File: config.mk
export PLATFORM = sky130hd
export DESIGN_NAME = h264_bs_axi_writer_flat
export DESIGN_NICKNAME = d
export VERILOG_FILES = /design/src/rtl/h264_bs_axi_writer_if.sv /design/src/rtl/h264_bs_axi_writer.sv /design/src/flat_wrapper.sv
export SDC_FILE = /design/constraint.sdc
export NUM_CORES = 2
export LEC_CHECK = 0
export CAP_MARGIN = 20
export CORE_MARGIN = 2
export CORE_UTILIZATION = 65
export DETAILED_ROUTE_END_ITERATION = 8
export PLACE_DENSITY = 0.83
export SYNTH_ARGS = -nofsm -noshare
export SYNTH_HDL_FRONTEND = slang
export SYNTH_SLANG_ARGS = --single-unit
File: constraint.sdc
create_clock -name axi_clk -period 12.12 [get_ports axi_clk]
set_clock_uncertainty 0.1 [all_clocks]
set_input_delay 1.212 -clock axi_clk [delete_from_list [all_inputs] [get_ports axi_clk]]
set_output_delay 1.212 -clock axi_clk [all_outputs]
set_load 0.005 [all_outputs]
File: src/rtl/h264_bs_axi_writer_if.sv
// AXI3 write-only channel bundle between the bitstream writer (master) and
// the memory interconnect (slave).
interface h264_bs_axi_writer_if #(
  parameter int AXI_AW   = 32,
  parameter int AXI_SIDW = 6,
  parameter int AXI_DW   = 64
);
  logic [AXI_SIDW-1:0] awid;
  logic [AXI_AW-1:0]   awaddr;
  logic [3:0]          awlen;
  logic [2:0]          awsize;
  logic [1:0]          awburst;
  logic [1:0]          awlock;
  logic [3:0]          awcache;
  logic [2:0]          awprot;
  logic                awvalid;
  logic                awready;

  logic [AXI_SIDW-1:0] wid;
  logic [AXI_DW-1:0]   wdata;
  logic [AXI_DW/8-1:0] wstrb;
  logic                wlast;
  logic                wvalid;
  logic                wready;

  logic [AXI_SIDW-1:0] bid;
  logic [1:0]          bresp;
  logic                bvalid;
  logic                bready;

  modport master (
    output awid, awaddr, awlen, awsize, awburst, awlock, awcache, awprot, awvalid,
    input  awready,
    output wid, wdata, wstrb, wlast, wvalid,
    input  wready,
    input  bid, bresp, bvalid,
    output bready
  );

  modport slave (
    input  awid, awaddr, awlen, awsize, awburst, awlock, awcache, awprot, awvalid,
    output awready,
    input  wid, wdata, wstrb, wlast, wvalid,
    output wready,
    output bid, bresp, bvalid,
    input  bready
  );
endinterface

File: src/rtl/h264_bs_axi_writer.sv
// Packs the encoder byte stream into 64-bit words, buffers them and writes
// them to a DDR ring buffer with 16-beat AXI3 INCR bursts plus a flush drain.
module h264_bs_axi_writer #(
  parameter int AXI_DW     = 64,
  parameter int AXI_AW     = 32,
  parameter int AXI_SIDW   = 6,
  parameter int AXI_WID    = 0,
  parameter int FIFO_DEPTH = 32
) (
  input  logic                  axi_clk,
  input  logic                  axi_rstn,
  input  logic                  start,
  input  logic [AXI_AW-1:0]     cfg_base_addr,
  input  logic [AXI_AW-1:0]     cfg_size,
  input  logic                  flush,
  input  logic                  winc,
  input  logic [7:0]            wdata,
  output logic [31:0]           byte_count,
  output logic                  done,
  output logic                  err_ovf,
  output logic                  err_bresp,
  h264_bs_axi_writer_if.master  axi_m
);

  localparam int PW    = $clog2(FIFO_DEPTH);
  localparam int BURST = 16;

  typedef enum logic [1:0] {IDLE, ADDR, DATA, RESP} state_t;
  state_t state, state_nxt;

  logic [AXI_DW-1:0] mem [FIFO_DEPTH];
  logic [PW-1:0]     rd_ptr, wr_idx;
  logic [PW:0]       fifo_cnt;
  logic              fifo_full, fifo_empty, push, pop;

  logic [AXI_DW-1:0] pack_word, lane_word, push_word;
  logic [2:0]        pcnt;
  logic              flush_pending, accept, full_push, part_push;

  logic [AXI_AW-1:0] base_q, size_q, wr_ptr, ptr_sum;
  logic [4:0]        len;
  logic [3:0]        beat;
  logic              start_ok, go_full, go_short, launch, done_cond, last_beat;
  logic              unused_bid;

  assign fifo_full  = fifo_cnt == (PW+1)'(FIFO_DEPTH);
  assign fifo_empty = fifo_cnt == '0;
  assign start_ok   = start && state == IDLE && fifo_empty;

  // A flush pending or a full FIFO drops the byte outright, so a full FIFO
  // never leaves stray bytes stuck in the packer.
  assign accept    = winc && !flush_pending && !fifo_full;
  assign lane_word = AXI_DW'(wdata) << {pcnt, 3'b000};
  assign full_push = accept && pcnt == 3'd7;
  assign part_push = flush_pending && pcnt != 3'd0 && !fifo_full;
  assign push      = full_push || part_push;
  assign push_word = accept ? (pack_word | lane_word) : pack_word;

  assign go_full   = fifo_cnt >= (PW+1)'(BURST);
  assign go_short  = flush_pending && pcnt == 3'd0 && !fifo_empty;
  assign last_beat = beat == 4'(len - 5'd1);
  assign pop       = state == DATA && !fifo_empty && axi_m.wready;
  assign ptr_sum   = wr_ptr + AXI_AW'({len, 3'b000});

  always_ff @(posedge axi_clk or negedge axi_rstn) begin
    // NOTE: sequential state uses non-blocking assignments so every register
    // samples pre-edge values regardless of statement order.
    if (!axi_rstn) begin
      pcnt          <= '0;
      pack_word     <= '0;
      byte_count    <= '0;
      err_ovf       <= 1'b0;
      flush_pending <= 1'b0;
      done          <= 1'b0;
    end else begin
      done <= done_cond;
      if (start_ok) begin
        pcnt       <= '0;
        pack_word  <= '0;
        byte_count <= '0;
        err_ovf    <= 1'b0;
      end else begin
        if (accept) begin
          pcnt       <= pcnt + 3'd1;
          byte_count <= byte_count + 32'd1;
          pack_word  <= full_push ? '0 : (pack_word | lane_word);
        end else if (part_push) begin
          pcnt      <= '0;
          pack_word <= '0;
        end
        if (winc && !accept) err_ovf <= 1'b1;
      end
      if (done_cond)  flush_pending <= 1'b0;
      else if (flush) flush_pending <= 1'b1;
    end
  end

  always_ff @(posedge axi_clk or negedge axi_rstn) begin
    if (!axi_rstn) begin
      rd_ptr   <= '0;
      wr_idx   <= '0;
      fifo_cnt <= '0;
    end else begin
      if (push) wr_idx <= wr_idx + 1'b1;
      if (pop)  rd_ptr <= rd_ptr + 1'b1;
      case ({push, pop})
        2'b10:   fifo_cnt <= fifo_cnt + 1'b1;
        2'b01:   fifo_cnt <= fifo_cnt - 1'b1;
        default: fifo_cnt <= fifo_cnt;
      endcase
    end
  end

  // NOTE: the storage array has no reset; clearing the pointers and count
  // empties the FIFO, and leaving the array unreset lets it map to RAM.
  always_ff @(posedge axi_clk) begin
    if (push) mem[wr_idx] <= push_word;
  end

  always_ff @(posedge axi_clk or negedge axi_rstn) begin
    if (!axi_rstn) begin
      state     <= IDLE;
      base_q    <= '0;
      size_q    <= '0;
      wr_ptr    <= '0;
      len       <= '0;
      beat      <= '0;
      err_bresp <= 1'b0;
    end else begin
      state <= state_nxt;
      if (start_ok) begin
        base_q    <= cfg_base_addr & ~AXI_AW'(127);
        size_q    <= cfg_size;
        wr_ptr    <= '0;
        err_bresp <= 1'b0;
      end
      if (launch) begin
        len  <= go_full ? 5'(BURST) : 5'(fifo_cnt);
        beat <= '0;
      end else if (pop) begin
        beat <= beat + 4'd1;
      end
      if (state == RESP && axi_m.bvalid) begin
        wr_ptr <= (ptr_sum >= size_q) ? ptr_sum - size_q : ptr_sum;
        if (axi_m.bresp != 2'b00) err_bresp <= 1'b1;
      end
    end
  end

  // NOTE: every output of this block gets a default first, so no path can
  // leave a signal unassigned and infer a latch.
  always_comb begin
    state_nxt     = state;
    launch        = 1'b0;
    done_cond     = 1'b0;
    axi_m.awvalid = 1'b0;
    axi_m.wvalid  = 1'b0;
    axi_m.wlast   = 1'b0;
    axi_m.bready  = 1'b0;
    unique case (state)
      IDLE: begin
        if (go_full || go_short) begin
          launch    = 1'b1;
          state_nxt = ADDR;
        end else if (flush_pending && pcnt == 3'd0) begin
          done_cond = 1'b1;
        end
      end
      ADDR: begin
        axi_m.awvalid = 1'b1;
        if (axi_m.awready) state_nxt = DATA;
      end
      DATA: begin
        axi_m.wvalid = !fifo_empty;
        axi_m.wlast  = last_beat;
        if (pop && last_beat) state_nxt = RESP;
      end
      RESP: begin
        axi_m.bready = 1'b1;
        if (axi_m.bvalid) state_nxt = IDLE;
      end
      default: state_nxt = IDLE;
    endcase
  end

  assign axi_m.awid    = AXI_SIDW'(AXI_WID);
  assign axi_m.awaddr  = base_q + wr_ptr;
  assign axi_m.awlen   = 4'(len - 5'd1);
  assign axi_m.awsize  = 3'd3;
  assign axi_m.awburst = 2'd1;
  assign axi_m.awlock  = 2'd0;
  assign axi_m.awcache = 4'b0011;
  assign axi_m.awprot  = 3'd0;
  assign axi_m.wid     = AXI_SIDW'(AXI_WID);
  assign axi_m.wdata   = mem[rd_ptr];
  assign axi_m.wstrb   = '1;
  assign unused_bid    = ^axi_m.bid;

endmodule
File: src/flat_wrapper.sv
// flat-port wrapper written by rule: the top's interface ports become plain ports
module h264_bs_axi_writer_flat 
#(
  parameter int AXI_DW     = 64,
  parameter int AXI_AW     = 32,
  parameter int AXI_SIDW   = 6,
  parameter int AXI_WID    = 0,
  parameter int FIFO_DEPTH = 32
)
  (axi_clk, axi_rstn, start, cfg_base_addr, cfg_size, flush, winc, wdata, byte_count, done, err_ovf, err_bresp, axi_m_awid, axi_m_awaddr, axi_m_awlen, axi_m_awsize, axi_m_awburst, axi_m_awlock, axi_m_awcache, axi_m_awprot, axi_m_awvalid, axi_m_awready, axi_m_wid, axi_m_wdata, axi_m_wstrb, axi_m_wlast, axi_m_wvalid, axi_m_wready, axi_m_bid, axi_m_bresp, axi_m_bvalid, axi_m_bready);
  h264_bs_axi_writer_if #(.AXI_AW(AXI_AW), .AXI_SIDW(AXI_SIDW), .AXI_DW(AXI_DW)) axi_m_i ();
  input  logic axi_clk;
  input  logic axi_rstn;
  input  logic start;
  input  logic [AXI_AW-1:0] cfg_base_addr;
  input  logic [AXI_AW-1:0] cfg_size;
  input  logic flush;
  input  logic winc;
  input  logic [7:0] wdata;
  output logic [31:0] byte_count;
  output logic done;
  output logic err_ovf;
  output logic err_bresp;
  output wire logic [$bits(axi_m_i.awid)-1:0] axi_m_awid;
  output wire logic [$bits(axi_m_i.awaddr)-1:0] axi_m_awaddr;
  output wire logic [$bits(axi_m_i.awlen)-1:0] axi_m_awlen;
  output wire logic [$bits(axi_m_i.awsize)-1:0] axi_m_awsize;
  output wire logic [$bits(axi_m_i.awburst)-1:0] axi_m_awburst;
  output wire logic [$bits(axi_m_i.awlock)-1:0] axi_m_awlock;
  output wire logic [$bits(axi_m_i.awcache)-1:0] axi_m_awcache;
  output wire logic [$bits(axi_m_i.awprot)-1:0] axi_m_awprot;
  output wire logic [$bits(axi_m_i.awvalid)-1:0] axi_m_awvalid;
  input wire logic [$bits(axi_m_i.awready)-1:0] axi_m_awready;
  output wire logic [$bits(axi_m_i.wid)-1:0] axi_m_wid;
  output wire logic [$bits(axi_m_i.wdata)-1:0] axi_m_wdata;
  output wire logic [$bits(axi_m_i.wstrb)-1:0] axi_m_wstrb;
  output wire logic [$bits(axi_m_i.wlast)-1:0] axi_m_wlast;
  output wire logic [$bits(axi_m_i.wvalid)-1:0] axi_m_wvalid;
  input wire logic [$bits(axi_m_i.wready)-1:0] axi_m_wready;
  input wire logic [$bits(axi_m_i.bid)-1:0] axi_m_bid;
  input wire logic [$bits(axi_m_i.bresp)-1:0] axi_m_bresp;
  input wire logic [$bits(axi_m_i.bvalid)-1:0] axi_m_bvalid;
  output wire logic [$bits(axi_m_i.bready)-1:0] axi_m_bready;
  assign axi_m_awid = axi_m_i.awid;
  assign axi_m_awaddr = axi_m_i.awaddr;
  assign axi_m_awlen = axi_m_i.awlen;
  assign axi_m_awsize = axi_m_i.awsize;
  assign axi_m_awburst = axi_m_i.awburst;
  assign axi_m_awlock = axi_m_i.awlock;
  assign axi_m_awcache = axi_m_i.awcache;
  assign axi_m_awprot = axi_m_i.awprot;
  assign axi_m_awvalid = axi_m_i.awvalid;
  assign axi_m_i.awready = axi_m_awready;
  assign axi_m_wid = axi_m_i.wid;
  assign axi_m_wdata = axi_m_i.wdata;
  assign axi_m_wstrb = axi_m_i.wstrb;
  assign axi_m_wlast = axi_m_i.wlast;
  assign axi_m_wvalid = axi_m_i.wvalid;
  assign axi_m_i.wready = axi_m_wready;
  assign axi_m_i.bid = axi_m_bid;
  assign axi_m_i.bresp = axi_m_bresp;
  assign axi_m_i.bvalid = axi_m_bvalid;
  assign axi_m_bready = axi_m_i.bready;
  h264_bs_axi_writer #(.AXI_DW(AXI_DW), .AXI_AW(AXI_AW), .AXI_SIDW(AXI_SIDW), .AXI_WID(AXI_WID), .FIFO_DEPTH(FIFO_DEPTH)) u_core (.axi_clk(axi_clk), .axi_rstn(axi_rstn), .start(start), .cfg_base_addr(cfg_base_addr), .cfg_size(cfg_size), .flush(flush), .winc(winc), .wdata(wdata), .byte_count(byte_count), .done(done), .err_ovf(err_ovf), .err_bresp(err_bresp), .axi_m(axi_m_i));
endmodule
==> flow_summary.json <==
{
  "grt_util_all_layers": 0.367,
  "synth_edf_count": 2048,
  "maxCapViolCount": 0,
  "dieArea_sq_um": 143000,
  "numClockSinks": 2267,
  "syn_area_per_cell_sq_um": 20.4,
  "drtIter0Drc": 8616,
  "yosysUniqueCellTypes": 82,
  "place_congestion": 0.901,
  "hpwl_microns": 121000,
  "cts.clk_slew.worst_paths_ps": 60,
  "min_period_over_period": 0.557,
  "postCtsSetupRepairBufs": 0,
  "hold_violations": 0,
  "reg2reg_from": "u_core.wr_ptr[3]",
  "startpoint_type": "flop",
  "cts_tree": "yes",
  "r2r_cells": 19,
  "vias": 50100,
  "rr_endpoint": "u_core.wr_ptr[2]",
  "utilization": 0.736,
  "netlist_area_sq_um": 91200,
  "start_util": 0.654,
  "crit_type": "reg2out",
  "max_freq_ghz": 0.148,
  "grt_pass1_wl_microns": 367000,
  "grt_pass1_vias": 51300,
  "ys.flop_type": "edfxtp_1",
  "routed_via_density": 7.37,
  "path_max_fanout": 104,
  "slew_headroom": 0.190,
  "nets": 4921,
  "worst_skew_pair.late_latency_ps": 880,
  "endpoint_kind": "output port",
  "ioPinCount": 261,
  "cts.htree.levels": 4,
  "yosys_register_bits": 2267,
  "grt_overflow": 0,
  "p_leak_nw": 36.5,
  "core_area_sq_um": 139000,
  "worst_pin_slew_ps": 1210,
  "drc_errors": 0,
  "seq_area_sq_um": 67000,
  "arrival_ps": 5440,
  "final.fill_count": 7104,
  "powerDensity_nw_per_um2": 220,
  "io_buffers": 213,
  "antenna_left": 0,
  "synthTopCellsByArea": "edfxtp_1 (67%), mux4_2 (16%), dfrtp_1 (6.0%)",
  "area_delta_synth_final_pct": 12.5,
  "async_flop_share": 0.0966,
  "yosysSeqAreaShare": 0.735,
  "period_minus_slack_ps": 6750,
  "power.total_mw": 22.5,
  "rsz0062_at_grt": "no",
  "layout_common_cells": "edfxtp_1 (2048), mux4_2 (640), dfrtp_1 (214)",
  "fin_area_sq_um": 103000,
  "worstPathRequired_ps": 10810,
  "setup_viol": 0,
  "synth_cells": 4468,
  "num_rows": 137,
  "hold_path.class": "in2async",
  "dieWidth_microns": 379,
  "numCtsBuffers": 208,
  "slew_violations": 0,
  "grt_max_degree": 168,
  "die_y_microns": 379,
  "cts_resized": 0,
  "tns_ps": 0,
  "layout-drive-gt1-share": 0.237,
  "cts_hold_buffers": 0,
  "vdd_drop_max_mv": 0.370,
  "reg2reg_slack_ps": 6490,
  "postPlaceCellArea_sq_um": 95600,
  "clk_path_buf_depth": 3,
  "drt_first_pass_iters": 9,
  "mostFrequentLayoutCell": "edfxtp_1",
  "multiInputGateArea_sq_um": 23100,
  "whs_ps": 257,
  "wl_per_cell_microns": 38.1,
  "yosysWarnings": 0,
  "yosysTopAreaCell": "edfxtp_1",
  "wl_microns": 259000,
  "status": "completed",
  "grt_antenna_before_repair": 4,
  "synth_top_area_share": 0.675,
  "cts_root_buffer": "clkbuf_16"
}
## per-layer routing
layer / GRT usage / vias to the layer above / wire [microns]
met5: 0 / - / 45
met4: 0.184 / 8 / 14700
met3: 0.0993 / 995 / 33200
met2: 0.586 / 4723 / 127000
met1: 0.470 / 25600 / 84600
li1: - / 18800 / -
## final cells by class
cell class,instances,area share
antenna,1,0.0000244
inverter,74,0.00271
clock buffer,279,0.0557
tap,1876,0.0229
clock inverter,108,0.0116
multi-input combinational,1889,0.225
timing repair buffer,307,0.0290
sequential,2267,0.653
## kinds of logic (layout without fill, tap and decap cells)
family,count (synthesis),count (layout),synth area share
flip-flops,2267,2267,0.735
multiplexers,717,717,0.167
AND/OR/NAND/NOR,503,503,0.0250
AO/OA/AOI/OAI,427,427,0.0324
buffers and inverters,344,768,0.0166
XOR/XNOR,122,122,0.0117
adder cells (fa/ha/maj),86,86,0.0121
other,2,35,0.0000824
## synthesized netlist by cell type (all sizes together) (11+ instances only)
cell and number:
edfxtp 2048, nor2 126, a21oi 74, xnor2 62
mux2 65, o21ai 96, mux4 640, buf 112
nand2 208, inv 74, mux2i 12, nand3 44
o21bai 15, clkbuf 157, and3 17, ha 82
nand4 31, nor3 18, xor2 60, a31oi 11
a22o 66, dfrtp 219, a21o 101
## through the flow
step,std cells,setup WS (ps)
after floorplan,4500,6800
after global placement,6408,6160
after detailed placement,6408,6170
after CTS,6795,5220
after global routing,6800,5040
final,6801,5370
## worst max-delay path, cell delays in order (launching register included)
cell and delay, ps:
dfrtp_4 1020, buf_12 670, buf_12 680, mux4_2 640, mux4_2 530, mux2_2 330, clkdlybuf4s50_1 470
## worst max-delay path by stage
stage                           from                 to
floorplan                       winc  u_core.mem[28][0]
global placement    u_core.rd_ptr[0]    axi_m_wdata[34]
detailed placement  u_core.rd_ptr[0]    axi_m_wdata[17]
CTS                 u_core.rd_ptr[0]    axi_m_wdata[18]
global route        u_core.rd_ptr[0]    axi_m_wdata[17]
finish              u_core.rd_ptr[0]    axi_m_wdata[23]
## where the power goes
| group | internal [mW] | switching [mW] | leakage, nW | total (mW) |
|---|---|---|---|---|
| clock network | 3.81 | 3.01 | 3.38 | 6.82 |
| registers | 8.91 | 0.371 | 23.1 | 9.28 |
| logic | 3.10 | 3.34 | 10.0 | 6.44 |
| total | 15.8 | 6.73 | 36.5 | 22.5 |
## state kept, by name (all words and copies together), names as in the netlist
name                  cells
u_core.base_q            25
u_core.beat               4
u_core.byte_count        32
u_core.done               1
u_core.err_bresp          1
u_core.err_ovf            1
u_core.fifo_cnt           6
u_core.flush_pending      1
u_core.len                5
u_core.mem             2048
u_core.pack_word         64
u_core.pcnt               3
u_core.rd_ptr             5
u_core.size_q            32
u_core.state              2
u_core.wr_idx             5
u_core.wr_ptr            32
(Power assumes the default switching activity.)
